$ cat config.mk
export PLATFORM = sky130hd
export DESIGN_NAME = mem_seq_ctrl
export DESIGN_NICKNAME = d
export VERILOG_FILES = /design/src/rtl/mem_seq_ctrl.sv
export SDC_FILE = /design/constraint.sdc
export NUM_CORES = 1
export LEC_CHECK = 0
export CORE_AREA = 10 10 81 83
export CTS_CLUSTER_DIAMETER = 80
export CTS_CLUSTER_SIZE = 25
export DETAILED_ROUTE_END_ITERATION = 6
export DIE_AREA = 0 0 91 93
export GPL_ROUTABILITY_DRIVEN = 1
export PLACE_DENSITY = 0.77
export SLEW_MARGIN = 5
export SYNTH_ARGS = -nofsm -noshare
export SYNTH_HDL_FRONTEND = slang
export SYNTH_SLANG_ARGS = --single-unit
$ cat constraint.sdc
create_clock -name clk -period 2.27 [get_ports clk]
set_clock_uncertainty 0.2 [all_clocks]
set_input_delay 0.5675 -clock clk [delete_from_list [all_inputs] [get_ports clk]]
set_output_delay 0.5675 -clock clk [all_outputs]
set_load 0.005 [all_outputs]
$ cat src/rtl/mem_seq_ctrl.sv
// mem_seq_ctrl
// Sequences row-activate / column-write / column-read strobes over a frame of
// ROWS x COLS locations. MODE 0 writes every row and then reads every row;
// MODE 1 writes one row and reads it back before moving to the next row.
//
// Ports
//   clk         : sole clock, rising edge
//   rst         : synchronous, active-high reset
//   en          : start request, only looked at while idle
//   stall       : freeze request; the cycle that follows a stalled edge issues
//                 no strobe and does not advance the sequence
//   act/rd/wr   : row activate, column read, column write strobes
//   addr_row_w  : current write row      addr_row_r : current read row
//   addr_col_w  : current write column   addr_col_r : current read column
//   busy        : frame in progress (every state except IDLE)
//   done        : one-cycle frame-complete pulse
module mem_seq_ctrl #(
   parameter int ROW_W = 8,
   parameter int COL_W = 8,
   parameter int ROWS  = 2,
   parameter int COLS  = 4,
   parameter int T_RCD = 1,
   parameter int MODE  = 0
) (
   input  logic             clk,
   input  logic             rst,
   input  logic             en,
   input  logic             stall,
   output logic             act,
   output logic             rd,
   output logic             wr,
   output logic [ROW_W-1:0] addr_row_w,
   output logic [ROW_W-1:0] addr_row_r,
   output logic [COL_W-1:0] addr_col_w,
   output logic [COL_W-1:0] addr_col_r,
   output logic             busy,
   output logic             done
);

   localparam logic [2:0] IDLE   = 3'd0;
   localparam logic [2:0] ACT_W  = 3'd1;
   localparam logic [2:0] WAIT_W = 3'd2;
   localparam logic [2:0] WRITE  = 3'd3;
   localparam logic [2:0] ACT_R  = 3'd4;
   localparam logic [2:0] WAIT_R = 3'd5;
   localparam logic [2:0] READ   = 3'd6;
   localparam logic [2:0] DONE   = 3'd7;

   localparam logic [ROW_W-1:0] ROW_LAST  = ROW_W'(ROWS - 1);
   localparam logic [COL_W-1:0] COL_LAST  = COL_W'(COLS - 1);
   localparam logic [3:0]       WAIT_LAST = (T_RCD == 0) ? 4'd0 : 4'(T_RCD - 1);

   logic [2:0]       state_reg, state_next;
   logic [ROW_W-1:0] row_w_reg, row_w_next;
   logic [ROW_W-1:0] row_r_reg, row_r_next;
   logic [COL_W-1:0] col_w_reg, col_w_next;
   logic [COL_W-1:0] col_r_reg, col_r_next;
   logic [3:0]       wait_reg, wait_next;
   // Set when stall was sampled on the edge that started the current cycle.
   // Keeping stall behind a register keeps every output free of any
   // combinational path from the inputs.
   logic             stalled_reg, stalled_next;
   logic             advance;

   assign advance = !stalled_reg;

   always_comb begin
      state_next = state_reg;
      row_w_next = row_w_reg;
      row_r_next = row_r_reg;
      col_w_next = col_w_reg;
      col_r_next = col_r_reg;
      wait_next  = wait_reg;
      case (state_reg)
         IDLE: begin
            if (en) state_next = ACT_W;
         end
         ACT_W, ACT_R: begin
            if (advance) begin
               wait_next = 4'd0;
               if (state_reg == ACT_W) state_next = (T_RCD == 0) ? WRITE : WAIT_W;
               else                    state_next = (T_RCD == 0) ? READ  : WAIT_R;
            end
         end
         WAIT_W, WAIT_R: begin
            if (advance) begin
               if (wait_reg == WAIT_LAST) state_next = (state_reg == WAIT_W) ? WRITE : READ;
               else                       wait_next  = wait_reg + 4'd1;
            end
         end
         WRITE: begin
            if (advance) begin
               if (col_w_reg == COL_LAST) begin
                  col_w_next = '0;
                  if (MODE == 0) begin
                     if (row_w_reg != ROW_LAST) begin
                        row_w_next = row_w_reg + 1'b1;
                        state_next = ACT_W;
                     end else begin
                        row_r_next = '0;
                        state_next = ACT_R;
                     end
                  end else begin
                     row_r_next = row_w_reg;
                     state_next = ACT_R;
                  end
               end else begin
                  col_w_next = col_w_reg + 1'b1;
               end
            end
         end
         READ: begin
            if (advance) begin
               if (col_r_reg == COL_LAST) begin
                  col_r_next = '0;
                  if (row_r_reg != ROW_LAST) begin
                     row_r_next = row_r_reg + 1'b1;
                     if (MODE == 0) begin
                        state_next = ACT_R;
                     end else begin
                        row_w_next = row_w_reg + 1'b1;
                        state_next = ACT_W;
                     end
                  end else begin
                     // Frame complete: counters are cleared as DONE is entered
                     // so the next frame always starts from row 0, column 0.
                     row_w_next = '0;
                     row_r_next = '0;
                     state_next = DONE;
                  end
               end else begin
                  col_r_next = col_r_reg + 1'b1;
               end
            end
         end
         DONE: begin
            row_w_next = '0;
            row_r_next = '0;
            col_w_next = '0;
            col_r_next = '0;
            state_next = IDLE;
         end
         default: state_next = IDLE;
      endcase
      // Stall only freezes the working states; IDLE and DONE ignore it.
      stalled_next = stall && (state_next != IDLE) && (state_next != DONE);
   end

   always_ff @(posedge clk) begin
      if (rst) begin
         state_reg   <= IDLE;
         row_w_reg   <= '0;
         row_r_reg   <= '0;
         col_w_reg   <= '0;
         col_r_reg   <= '0;
         wait_reg    <= '0;
         stalled_reg <= 1'b0;
      end else begin
         state_reg   <= state_next;
         row_w_reg   <= row_w_next;
         row_r_reg   <= row_r_next;
         col_w_reg   <= col_w_next;
         col_r_reg   <= col_r_next;
         wait_reg    <= wait_next;
         stalled_reg <= stalled_next;
      end
   end

   assign act        = ((state_reg == ACT_W) || (state_reg == ACT_R)) && !stalled_reg;
   assign wr         = (state_reg == WRITE) && !stalled_reg;
   assign rd         = (state_reg == READ) && !stalled_reg;
   assign busy       = (state_reg != IDLE);
   assign done       = (state_reg == DONE);
   assign addr_row_w = row_w_reg;
   assign addr_row_r = row_r_reg;
   assign addr_col_w = col_w_reg;
   assign addr_col_r = col_r_reg;

endmodule
==> results of run 1 <==
==> area by class of cell <==
type / count / area share [%]
Clock inverter: 2 / 0.289
Timing Repair Buffer: 95 / 23.7
Sequential cell: 40 / 23.8
Clock buffer: 6 / 2.39
Multi-Input combinational cell: 232 / 46.4
Tap cell: 70 / 2.53
Inverter: 9 / 0.977
==> per-stage QoR <==
step	instances	setup slack (ps)	power, uW
finish	454	-30.7	1680
global route	454	-99.2	1750
floorplan	295	5.16	976
detailed placement	439	-46.5	1140
CTS	449	-16.6	1630
global placement	439	31.7	1130
==> cells in the final DEF (no fill, tap or decap), types with 3 or more instances in the layout <==
cell	netlist	layout
sky130_fd_sc_hd__a21oi_1	27	24
sky130_fd_sc_hd__or3b_2	3	3
sky130_fd_sc_hd__ha_1	8	5
sky130_fd_sc_hd__dfxtp_1	40	29
sky130_fd_sc_hd__or4_1	4	3
sky130_fd_sc_hd__nor2_1	34	33
sky130_fd_sc_hd__a31oi_1	6	6
sky130_fd_sc_hd__nor3_1	9	7
sky130_fd_sc_hd__dfxtp_4	0	3
sky130_fd_sc_hd__nand4b_1	7	7
sky130_fd_sc_hd__clkdlybuf4s50_1	0	35
sky130_fd_sc_hd__or4b_4	2	4
sky130_fd_sc_hd__xnor2_1	7	7
sky130_fd_sc_hd__ha_4	0	3
sky130_fd_sc_hd__nand2_1	16	16
sky130_fd_sc_hd__o21ai_1	3	4
sky130_fd_sc_hd__and3_1	9	9
sky130_fd_sc_hd__dfxtp_2	0	8
sky130_fd_sc_hd__inv_1	9	8
sky130_fd_sc_hd__nand3_1	16	16
sky130_fd_sc_hd__clkbuf_8	0	6
sky130_fd_sc_hd__a21oi_2	0	3
sky130_fd_sc_hd__buf_4	0	53
sky130_fd_sc_hd__o21ai_0	19	17
sky130_fd_sc_hd__nand3b_1	5	5
sky130_fd_sc_hd__or3_1	8	6
sky130_fd_sc_hd__nand2b_1	4	4
sky130_fd_sc_hd__a22oi_1	3	3
sky130_fd_sc_hd__dlygate4sd2_1	0	4
sky130_fd_sc_hd__nor2b_1	3	3
==> synthesized netlist by cell type (8+ instances only) <==
cell,n
sky130_fd_sc_hd__dfxtp_1,40
sky130_fd_sc_hd__nor2_1,34
sky130_fd_sc_hd__a21oi_1,27
sky130_fd_sc_hd__o21ai_0,19
sky130_fd_sc_hd__nand2_1,16
sky130_fd_sc_hd__nand3_1,16
sky130_fd_sc_hd__clkbuf_1,13
sky130_fd_sc_hd__and3_1,9
sky130_fd_sc_hd__inv_1,9
sky130_fd_sc_hd__nor3_1,9
sky130_fd_sc_hd__ha_1,8
sky130_fd_sc_hd__or3_1,8
==> worst max-delay path by stage <==
stage	end	from	cells after the start	slack [ps]
floorplan	addr_row_w[1]	addr_col_r[1]	6	5
global placement	stalled_reg	addr_col_w[0]	7	30
detailed placement	stalled_reg	addr_col_w[1]	7	-50
CTS	wr	stalled_reg	2	-20
global route	addr_row_r[6]	addr_row_w[1]	7	-100
finish	addr_row_r[6]	addr_row_w[1]	7	-30
==> layer usage <==
metal  vias up  part of all wire [%]
li1       1262                     -
met1      1229                    44
met2        71                    49
met3         8                   5.8
met4         0                   1.2
met5         -                     0
==> cell families after synthesis <==
group,count (synthesis)
xor gates and xnor gates,8
and+or+nand+nor,137
buffers and inverters,23
adders and majority gates,8
DFF,40
AOI/OAI and AO/OA,79
==> power groups by stage <==
stage | combinational (uW) | clock (uW) | sequential [uW]
2_1_floorplan | 219 | 0 | 756
3_3_place_gp | 352 | 0 | 775
3_5_place_dp | 359 | 0 | 777
4_1_cts | 364 | 502 | 769
5_1_grt | 448 | 532 | 767
6_report | 413 | 500 | 765
==> critical path, delay by kind of cell, from the launching register on <==
family                     cells  cell delay, ps
AOI/OAI and AO/OA              2             340
adders and majority gates      1             120
buffers and inverters          1              50
DFF                            1             330
and+or+nand+nor                3            1200
==> timing repair <==
action / CTS / global route
setup endpoints to repair: 10 / 22
pin swaps: 5 / 5
setup buffers: 2 / 5
gates resized for setup: 20 / 30
==> Implementation_results.wiki, run 1 <==
{| class="wikitable"
! Metric !! Value
|-
| Xor and xnor fraction of the mapped netlist area || between 2 and 3%
|-
| Max Cap Violations || 0
|-
| Synth Flop Type || sky130_fd_sc_hd__dfxtp_1
|-
| DRT iter0 DRCs || 244
|-
| Post-synthesis instance area || 2350 sq um
|-
| Seq cells post-synth || 40
|-
| Worst endpoint required time || about 2300 ps
|-
| Final HPWL from detailed placement || between 4000 and 5000 microns
|-
| TritonRoute pass-1 iters || 4
|-
| Number of buffers inserted during clock tree synthesis || 5
|-
| Nature of the critical path startpoint || flop
|-
| Fraction of power spent switching nets || between 30 and 40%
|-
| Post-route clock period utilization || 101%
|-
| Share of synthesized flip-flops with an asynchronous set or reset || 0%
|-
| Source-to-sink clock delay at the later pin of the worst-skew pair || just under 300 ps
|-
| RD Place Congestion || 0.908
|-
| Fraction of power consumed by sequential logic || 45.6%
|-
| Cell area reported after detailed placement || about 3100 sq um
|-
| Tot GR Track Use || 15.6%
|-
| Via/cell ratio || 5.66
|-
| Layout cell share with drive strength beyond 1 || 28.4%
|-
| Signal arrival time at the worst endpoint || 2330 ps
|-
| Via count || 2570
|-
| End-of-flow core utilization || 69.0%
|-
| Crit path max-delay cell type || sky130_fd_sc_hd__or4_1
|-
| Count of cells along the worst register-to-register path || 7
|-
| Dominant cells by area after synthesis || sky130_fd_sc_hd__dfxtp_1 (34%), sky130_fd_sc_hd__a21oi_1 (5.7%), sky130_fd_sc_hd__nor2_1 (5.4%), sky130_fd_sc_hd__ha_1 (4.3%), sky130_fd_sc_hd__o21ai_0 (4.0%)
|-
| Met3 track demand over resource || 4.16%
|-
| Number of setup violations in the final report || 2
|-
| Average instance area after synthesis || 7.97 sq um
|-
| FMAX || 435 MHz
|-
| Slew of the pin with the lowest slew margin || 710 ps
|-
| Design internal power || approximately 1200 uW
|-
| Clock tree from TritonCTS || done
|-
| Clk pwr share || 29.8%
|-
| Pwr dens || 485 nW/um^2
|-
| Number of synthesis warnings || 0
|-
| HP Start || wait_reg[0]
|-
| Detailed-route wire length || 7120 microns
|-
| Leakage power total || 0.00132 uW
|-
| Die H || 93 microns
|-
| Critical path capture point type || flop
|-
| Congestion Overflow GR || 0
|-
| Num ports || 41
|-
| Largest fanout on the critical path || 4
|-
| Number of antenna violations at the first check in global routing || 0
|-
| Post-synthesis net count || just over 300
|-
| # clock sinks || 40
|-
| Growth of design area from synthesis to finish || 47.1%
|-
| Fillers || 422
|-
| Average wire per standard cell || 15.7 microns
|-
| Initial Util || 46.9%
|-
| Worst min-delay path endpoint || wait_reg[0]
|-
| Setup repair after global routing missed its margin || yes
|-
| Area fraction in compound gates after synthesis || 21.2%
|-
| Slew Limit Fails || 0
|-
| Via count of the first global-routing pass || 2438
|-
| Quantity of I/O buffers inserted on ports || 40
|-
| DRC Markers || 0
|-
| Cts-stage hold buffer count || 0
|-
| Post-route worst setup slack || -30.7 ps
|-
| Final period demand of the worst path || 2300 ps
|-
| Seq. cell area || approximately 820 sq um
|-
| Number of buffers on the longest clock path || 2
|-
| Global-route wire length before repair || 11300 microns
|-
| Register area share after synthesis || between 30% and 40%
|-
| Met1 track demand over resource || between 10% and 20%
|-
| Adder-Cell Fraction of Synth Area || under 10%
|-
| H-tree levels || 2
|-
| Aggregate negative setup slack || -35.4 ps
|-
| Number of flops mapped to enable cells by yosys || 0
|-
| Antenna diodes || 0
|-
| Setup slack on the worst flop-to-flop path || -30 ps
|-
| Share of cell area taken by muxes after synthesis || 0%
|-
| Worst supply voltage drop on vdd || slightly below 0.4 mV
|-
| Switching power total || 509 uW
|-
| Critical register-to-register path endpoint || addr_row_r[6]
|-
| Proportion of netlist area held by the largest area contributor || roughly 34%
|-
| Placeable core region || 5010 sq um
|-
| Worst path max stage delay || 530 ps
|-
| Failing checks || setup timing
|-
| Cell Chain, Critical Path || inv_2, ha_4, or4b_4, o21ai_2, nand4_1, or4_1, a21oi_1
|-
| Number of instances on the worst hold path || 2
|-
| Worst reg2reg startpoint || addr_row_w[1]
|-
| Mapped Cells || 295
|-
| Fin Hold WS || just over 300 ps
|-
| Chip Width || approximately 91 microns
|-
| Area leader, netlist || sky130_fd_sc_hd__dfxtp_1
|-
| Max-Slew Margin vs Limit || 52.6%
|-
| Floorplan row count || 26
|-
| Run status || finished with violations
|-
| Main combinational cell family by area after synthesis || simple AND/OR/NAND/NOR gates
|-
| Met2 Usage GRT || a little over a quarter
|-
| Clock input transition at the sequential cells of the worst setup and hold paths || approximately 80 ps
|-
| Antenna-violating nets left || 0
|-
| Net count, final || about 400
|-
| Final instance area || 3460 sq um
|-
| Combinational share of power || around a quarter
|-
| Basic-gate share of the synthesized area counting and, or, nand and nor cells || 33.8%
|-
| Hold Violations, Final || 0
|-
| Master cell of the clock root buffer || sky130_fd_sc_hd__clkbuf_8
|-
| Type of the worst min-delay path || reg2reg
|-
| Area occupied by multi-input gates || 1600 sq um
|-
| Number of unique standard cell types used by synthesis || between 50 and 60
|-
| Pin count of the biggest net entering global routing || 19
|-
| Category of the critical setup timing path || reg2reg
|-
| Die ar. || 8460 sq um
|-
| Busiest layer in global routing || met2
|}
Note: power is estimated with default switching activity, not from simulation.
==> run 2: changes to the inputs <==
--- a/config.mk
+++ b/config.mk
@@ -5,13 +5,13 @@
 export SDC_FILE = /design/constraint.sdc
 export NUM_CORES = 1
 export LEC_CHECK = 0
-export CORE_AREA = 10 10 81 83
+export CORE_AREA = 10 10 78 80
 export CTS_CLUSTER_DIAMETER = 80
 export CTS_CLUSTER_SIZE = 25
 export DETAILED_ROUTE_END_ITERATION = 6
-export DIE_AREA = 0 0 91 93
+export DIE_AREA = 0 0 88 90
 export GPL_ROUTABILITY_DRIVEN = 1
-export PLACE_DENSITY = 0.77
+export PLACE_DENSITY = 0.79
 export SLEW_MARGIN = 5
 export SYNTH_ARGS = -nofsm -noshare
 export SYNTH_HDL_FRONTEND = slang
==> constraint.sdc (replaced) <==
create_clock -name clk -period 2.43 [get_ports clk]
set_clock_uncertainty 0.2 [all_clocks]
set_input_delay 0.6075 -clock clk [delete_from_list [all_inputs] [get_ports clk]]
set_output_delay 0.6075 -clock clk [all_outputs]
set_load 0.005 [all_outputs]
==> run 2 against run 1 <==
Net effect:
- worst hold slack better by 8.6 ps
- sequential cell count unchanged
- via count shrank 3.0%
- sequential share of layout area is 2.0 points higher
- the flow now finishes without violations
- critical endpoint is now busy
- clock power decreased by 9.2%
- die area is 6.4% lower
==> Implementation_results.wiki, run 2 (synthesis gave the netlist of run 1 again) <==
{| class="wikitable"
! Metric !! Value
|-
| Growth of design area from synthesis to finish || 33.8%
|-
| Pin count of the biggest net entering global routing || 19 (unchanged)
|-
| HP Start || wait_reg[0]
|-
| H-tree levels || 2 (unchanged)
|-
| TritonRoute pass-1 iters || 4 (unchanged)
|-
| Placeable core region || 4600 sq um (-8.2%)
|-
| Max-Slew Margin vs Limit || 54.5% (+1.9 points)
|-
| Combinational share of power || 21.6% (-3.0 points)
|-
| Quantity of I/O buffers inserted on ports || 40 (unchanged)
|-
| Global-route wire length before repair || 10400 microns (-8.1%)
|-
| Number of buffers on the longest clock path || 2 (unchanged)
|-
| Congestion Overflow GR || 0 (unchanged)
|-
| Average wire per standard cell || 15.1 microns (-3.4%)
|-
| Antenna diodes || 0 (unchanged)
|-
| Critical path capture point type || primary output
|-
| Commonest cells after routing, fill and taps aside || sky130_fd_sc_hd__clkdlybuf4s50_1 (38), sky130_fd_sc_hd__dfxtp_1 (35), sky130_fd_sc_hd__nor2_1 (33)
|-
| Number of setup violations in the final report || 0 (-2)
|-
| Pwr dens || 477 nW/um^2 (-1.6%)
|-
| Number of placed instances with taps included || 404 (-8.0%)
|-
| Source-to-sink clock delay at the later pin of the worst-skew pair || 290 ps (about the same)
|-
| Setup slack on the worst flop-to-flop path || 90 ps (+120 ps)
|-
| RD Place Congestion || 0.868 (-4.4%)
|-
| Final period demand of the worst path || 2380 ps
|-
| Fraction of power consumed by sequential logic || 48.1% (+2.5 points)
|-
| Floorplan row count || 25 (-3.8%)
|-
| DRT iter0 DRCs || 167 (-32%)
|-
| DRC Markers || 0 (unchanged)
|-
| Design internal power || 1070 uW (-8.0%)
|-
| Via count of the first global-routing pass || 2313 (-5.1%)
|-
| Switching power total || 426 uW (-16%)
|-
| Slew Limit Fails || 0 (unchanged)
|-
| Post-route clock period utilization || 97.9%
|-
| Hold Violations, Final || 0 (unchanged)
|-
| Critical register-to-register path endpoint || addr_row_r[1]
|-
| Category of the critical setup timing path || reg2out
|-
| Detailed-route wire length || 6300 microns (-12%)
|-
| Worst endpoint required time || 1620 ps (-680 ps)
|-
| Cell Chain, Critical Path || buf_4, or3_1, clkdlybuf4s50_1
|-
| Worst path max stage delay || 450 ps (-80 ps)
|-
| Worst supply voltage drop on vdd || 0.283 mV (-27%)
|-
| Number of antenna violations at the first check in global routing || 0 (unchanged)
|-
| Antenna-violating nets left || 0 (unchanged)
|-
| Via/cell ratio || 6.00 (+5.9%)
|-
| Num ports || 41 (unchanged)
|-
| Count of cells along the worst register-to-register path || 7 (unchanged)
|-
| Initial Util || 51.1% (+4.2 points)
|-
| Final instance area || 3150 sq um (-9.0%)
|-
| Final HPWL from detailed placement || 4570 microns (-6.3%)
|-
| Type of the worst min-delay path || reg2reg
|-
| Origin of the worst setup path || state_reg[1]
|-
| Nature of the critical path startpoint || flop
|-
| Largest fanout on the critical path || 8 (+4)
|-
| Buffers plus inverters on the worst setup path || 2 (+1)
|-
| Clock input transition at the sequential cells of the worst setup and hold paths || 80 ps (about the same)
|-
| Max Cap Violations || 0 (unchanged)
|-
| Die ar. || 7920 sq um (-6.4%)
|-
| Slew of the pin with the lowest slew margin || 673 ps (-37.0 ps)
|-
| Tot GR Track Use || 15.2% (-0.41 points)
|-
| # clock sinks || 40 (unchanged)
|-
| Critical path depth || 3 (-4)
|-
| Net count, final || 373 (-5.6%)
|-
| Cell area reported after detailed placement || 2980 sq um (-5.3%)
|-
| FMAX || 420 MHz
|-
| Run status || finished clean
|-
| Master cell of the clock root buffer || sky130_fd_sc_hd__clkbuf_8
|-
| Layout cell share with drive strength beyond 1 || 16.9% (-12 points)
|-
| Post-route insts no fill || 416 (-8.4%)
|-
| Crit path capture || busy
|-
| Cell family with the largest share of critical-path delay || buffers and inverters
|-
| Clock tree from TritonCTS || done
|-
| Worst reg2reg startpoint || addr_col_w[0]
|-
| Number of buffers inserted during clock tree synthesis || 5 (unchanged)
|-
| Clk pwr share || 30.2% (+0.4 points)
|-
| Fraction of power spent switching nets || 28.4% (-2.0 points)
|-
| Leakage power total || 0.00117 uW (-12%)
|-
| Cts-stage hold buffer count || 0 (unchanged)
|-
| Most common cell after layout, fill and taps aside || sky130_fd_sc_hd__clkdlybuf4s50_1
|-
| End-of-flow core utilization || 68.4% (-0.62 points)
|-
| Via count || 2494 (-3.0%)
|-
| Signal arrival time at the worst endpoint || 1570 ps (-760 ps)
|-
| Chip Width || 88 microns (-3.3%)
|-
| Die H || 90 microns (-3.2%)
|-
| Crit path max-delay cell type || sky130_fd_sc_hd__clkdlybuf4s50_1
|}
[run 2: cell count changes in the layout (fill, tap and decap cells not counted), sizes merged]
cell / before / now
dlygate4sd2: 4 / 1
clkinv: 2 / 0
buf: 55 / 33
clkbuf: 6 / 8
clkdlybuf4s50: 35 / 38
[run 2: per-stage QoR]
stage	setup WS, ps	hold WS [ps]	setup TNS [ps]	power [uW]
2_1_floorplan	111	276	0	911
3_3_place_gp	138	290	0	1030
3_5_place_dp	67.4	307	0	1040
4_1_cts	19.2	318	0	1490
5_1_grt	-24.5	342	-44.8	1570
6_report	51.6	312	0	1500
[run 2: worst min-delay path: stages (launching register included)]
cell and delay (ps):
sky130_fd_sc_hd__dfxtp_1 340, sky130_fd_sc_hd__nand2b_1 70, sky130_fd_sc_hd__a21oi_1 60
[run 2: worst min path at each step]
| stage | to | depth (start not counted) |
|---|---|---|
| after CTS | wait_reg[0] | 2 |
| after detailed placement | wait_reg[0] | 2 |
| after global placement | addr_row_w[7] | 2 |
| final | wait_reg[0] | 2 |
| after floorplan | wait_reg[1] | 2 |
| after global routing | addr_row_r[1] | 2 |
[run 2: final cells by class]
cell class / count / area, sq um
timing repair buffer: 73 / 653
clock buffer: 8 / 90.1
tap: 54 / 67.6
fill: 378 / 1450
inverter: 9 / 33.8
sequential: 40 / 812
multi-input combinational: 232 / 1490
[run 2: timing repair]
item / 4_1_cts / 5_1_grt
setup buffers: 0 / 4
gates resized for setup: 6 / 10
gates cloned: 0 / 0
pin swaps: 0 / 4
endpoints found under the setup margin: 4 / 9
[run 2: per-layer routing]
metal	up-vias	routed length, microns	global-route usage, %	share of wire (%)
met5	-	0	0	0
li1	1220	-	-	-
met1	1191	2720	19.1	43
met3	9	440	4.42	7.0
met2	74	3070	23.4	49
met4	0	70	6.12	1.1
[run 2: power groups by stage]
stage          Sequential, uW  Combinational [uW]  Clock (uW)
5_1_grt                   727                 354         487
3_3_place_gp              727                 304           0
4_1_cts                   719                 309         462
2_1_floorplan             707                 205           0
6_report                  722                 325         454
3_5_place_dp              729                 309           0
==> run 3: changes to the inputs <==
==> config.mk (replaced) <==
export PLATFORM = sky130hd
export DESIGN_NAME = mem_seq_ctrl
export DESIGN_NICKNAME = d
export VERILOG_FILES = /design/src/rtl/mem_seq_ctrl.sv
export SDC_FILE = /design/constraint.sdc
export NUM_CORES = 1
export LEC_CHECK = 0
export CORE_AREA = 10 10 81 83
export CTS_CLUSTER_DIAMETER = 80
export CTS_CLUSTER_SIZE = 25
export DETAILED_ROUTE_END_ITERATION = 6
export DIE_AREA = 0 0 91 93
export GPL_ROUTABILITY_DRIVEN = 1
export PLACE_DENSITY = 0.77
export SLEW_MARGIN = 15
export SYNTH_ARGS = -nofsm -noshare
export SYNTH_HDL_FRONTEND = slang
export SYNTH_SLANG_ARGS = --single-unit
==> constraint.sdc (replaced) <==
create_clock -name clk -period 2 [get_ports clk]
set_clock_uncertainty 0.2 [all_clocks]
set_input_delay 0.5 -clock clk [delete_from_list [all_inputs] [get_ports clk]]
set_output_delay 0.5 -clock clk [all_outputs]
set_load 0.005 [all_outputs]
==> run 3 against run 2 <==
Net effect:
- the run now ends with setup timing left
- global-route usage rose by 3.7 points
- non-clock buffer count up 57
- combinational power is 99% higher
- die area up 6.9%
- register-to-register slack worse by 380 ps
- critical path type is now reg2reg
- design area rose by 25%
- critical path depth grew 4
- largest cell class unchanged
- highest routed layer unchanged
==> Implementation_results.wiki, run 3 (synthesis gave the netlist of run 1 again) <==
{| class="wikitable"
! Metric !! Value
|-
| Global-route wire length before repair || 13500 microns (+30%)
|-
| Total Power || 2030 uW (+35%)
|-
| Die H || 93 microns (+3.3%)
|-
| Commonest cells after routing, fill and taps aside || sky130_fd_sc_hd__buf_4 (75), sky130_fd_sc_hd__nor2_1 (31), sky130_fd_sc_hd__a21oi_1 (23)
|-
| Worst setup slack after placement || -240 ps (-307 ps)
|-
| Initial Util || 46.9% (-4.2 points)
|-
| Via count || 2806 (+13%)
|-
| Antenna diodes || 0 (unchanged)
|-
| Max Cap Violations || 0 (unchanged)
|-
| Clock tree from TritonCTS || done
|-
| # clock sinks || 40 (unchanged)
|-
| Nature of the critical path startpoint || flop
|-
| DRT iter0 DRCs || 205 (+23%)
|-
| Source-to-sink clock delay at the later pin of the worst-skew pair || 300 ps (about the same)
|-
| RD Place Congestion || 0.890 (+2.5%)
|-
| Pin count of the biggest net entering global routing || 21 (+2)
|-
| Number of antenna violations at the first check in global routing || 0 (unchanged)
|-
| Most common cell after layout, fill and taps aside || sky130_fd_sc_hd__buf_4
|-
| Net count, final || 430 (+15%)
|-
| Congestion Overflow GR || 0 (unchanged)
|-
| Antenna-violating nets left || 0 (unchanged)
|-
| DRC Markers || 0 (unchanged)
|-
| Average wire per standard cell || 17.7 microns (+17%)
|-
| Max-Slew Margin vs Limit || 47.9% (-6.6 points)
|-
| Critical path capture point type || flop
|-
| Signal arrival time at the worst endpoint || 2330 ps (+760 ps)
|-
| Failing checks || setup timing
|-
| Number of setup violations in the final report || 27 (+27)
|-
| Worst endpoint required time || 2030 ps (+410 ps)
|-
| Fillers || 333 (-12%)
|-
| FMAX || 436 MHz
|-
| Num ports || 41 (unchanged)
|-
| Slew of the pin with the lowest slew margin || 779 ps (+106 ps)
|-
| H-tree levels || 2 (unchanged)
|-
| TritonRoute pass-1 iters || 4 (unchanged)
|-
| Placeable core region || 5010 sq um (+9.0%)
|-
| Final period demand of the worst path || 2290 ps
|-
| Post-route clock period utilization || 115%
|-
| Cts-stage hold buffer count || 0 (unchanged)
|-
| Floorplan row count || 26 (+4.0%)
|-
| Largest fanout on the critical path || 4 (-4)
|-
| Setup repair after global routing missed its margin || yes
|-
| Quantity of I/O buffers inserted on ports || 40 (unchanged)
|-
| Aggregate negative setup slack || -3470 ps (-3470 ps)
|-
| Worst supply voltage drop on vdd || 0.451 mV (+59%)
|-
| Layout cell share with drive strength beyond 1 || 43.7% (+27 points)
|-
| Detailed-route wire length || 8640 microns (+37%)
|-
| Tot GR Track Use || 18.9% (+3.7 points)
|-
| Slew Limit Fails || 0 (unchanged)
|-
| Pwr dens || 515 nW/um^2 (+8.0%)
|-
| Clock input transition at the sequential cells of the worst setup and hold paths || 80 ps (about the same)
|-
| Post-route worst setup slack || -295 ps (-347 ps)
|-
| Number of buffers on the longest clock path || 2 (unchanged)
|-
| Type of the worst min-delay path || reg2reg
|-
| Growth of design area from synthesis to finish || 67.2%
|-
| Run status || finished with violations
|-
| Via/cell ratio || 5.74 (-4.3%)
|-
| Number of buffers inserted during clock tree synthesis || 5 (unchanged)
|-
| Leakage power total || 0.00182 uW (+56%)
|-
| End-of-flow core utilization || 78.5% (+10 points)
|-
| Category of the critical setup timing path || reg2reg
|-
| Master cell of the clock root buffer || sky130_fd_sc_hd__clkbuf_8
|-
| Final HPWL from detailed placement || 5380 microns (+18%)
|-
| Hold Violations, Final || 0 (unchanged)
|-
| Die ar. || 8460 sq um (+6.9%)
|-
| Chip Width || 91 microns (+3.4%)
|-
| Via count of the first global-routing pass || 2726 (+18%)
|}
[run 3: cell count changes in the layout (fill, tap and decap cells not counted), moves of 4 or more]
| cell | change |
|---|---|
| sky130_fd_sc_hd__buf_4 | +43 |
| sky130_fd_sc_hd__clkdlybuf4s50_1 | -21 |
| sky130_fd_sc_hd__dfxtp_1 | -18 |
| sky130_fd_sc_hd__o21ai_0 | -15 |
| sky130_fd_sc_hd__buf_6 | +14 |
| sky130_fd_sc_hd__dfxtp_2 | +14 |
| sky130_fd_sc_hd__dlymetal6s2s_1 | +14 |
| sky130_fd_sc_hd__o21ai_2 | +8 |
| sky130_fd_sc_hd__o21ai_1 | +6 |
| sky130_fd_sc_hd__a21oi_1 | -4 |
| sky130_fd_sc_hd__buf_2 | +4 |
| sky130_fd_sc_hd__dfxtp_4 | +4 |
[run 3: critical path: stages, from the launching register on]
cell and delay [ps]:
sky130_fd_sc_hd__dfxtp_2 330, sky130_fd_sc_hd__inv_2 70, sky130_fd_sc_hd__ha_4 130, sky130_fd_sc_hd__or4b_4 490, sky130_fd_sc_hd__o21ai_4 170, sky130_fd_sc_hd__nand4_1 180
sky130_fd_sc_hd__or4_1 510, sky130_fd_sc_hd__a21oi_1 140
[run 3: power by group]
group          internal [uW]  switching [uW]  total (uW)
sequential               820            34.7         855
clock                    245             279         524
combinational            316             331         647
total                   1380             645        2030
[run 3: routing by layer]
layer | track usage (%) | vias to the layer above | part of all wire (%)
met5 | 0 | - | 0
met4 | 6.27 | 0 | 1.9
met3 | 4.96 | 17 | 5.4
met2 | 33.1 | 93 | 51
met1 | 22.0 | 1362 | 42
li1 | - | 1334 | -
[run 3: repair_timing]
action,4_1_cts,5_1_grt
buffers inserted,12,5
pin swaps,33,11
setup endpoints to repair,42,64
gates resized for setup,82,59
[run 3: path summary, 6_finish.rpt]
path / from / to / slack [ps] / cells after the start
setup / recovery: addr_row_w[1] / addr_row_r[5] / -290 / 7
setup reg to reg: addr_row_w[1] / addr_row_r[5] / -290 / 7
hold / removal: addr_col_r[7] / addr_col_r[7] / 360 / 2
hold reg to reg: addr_col_r[7] / addr_col_r[7] / 360 / 2
[run 3: per-stage QoR]
step | instances | hold slack [ps] | area (sq um)
finish | 489 | 357 | 3930
global placement | 464 | 328 | 3380
detailed placement | 464 | 332 | 3380
floorplan | 295 | 273 | 2400
CTS | 484 | 359 | 3730
global route | 489 | 379 | 3930
[run 3: layout make-up]
type | count | area [sq um] | area share (%)
Multi-Input combinational cell | 232 | 1740 | 44.3
Timing Repair Buffer | 130 | 1140 | 29.0
Sequential cell | 40 | 845 | 21.5
Tap cell | 70 | 87.6 | 2.23
Clock buffer | 7 | 76.3 | 1.94
Inverter | 9 | 33.8 | 0.859
Clock inverter | 1 | 5.00 | 0.127
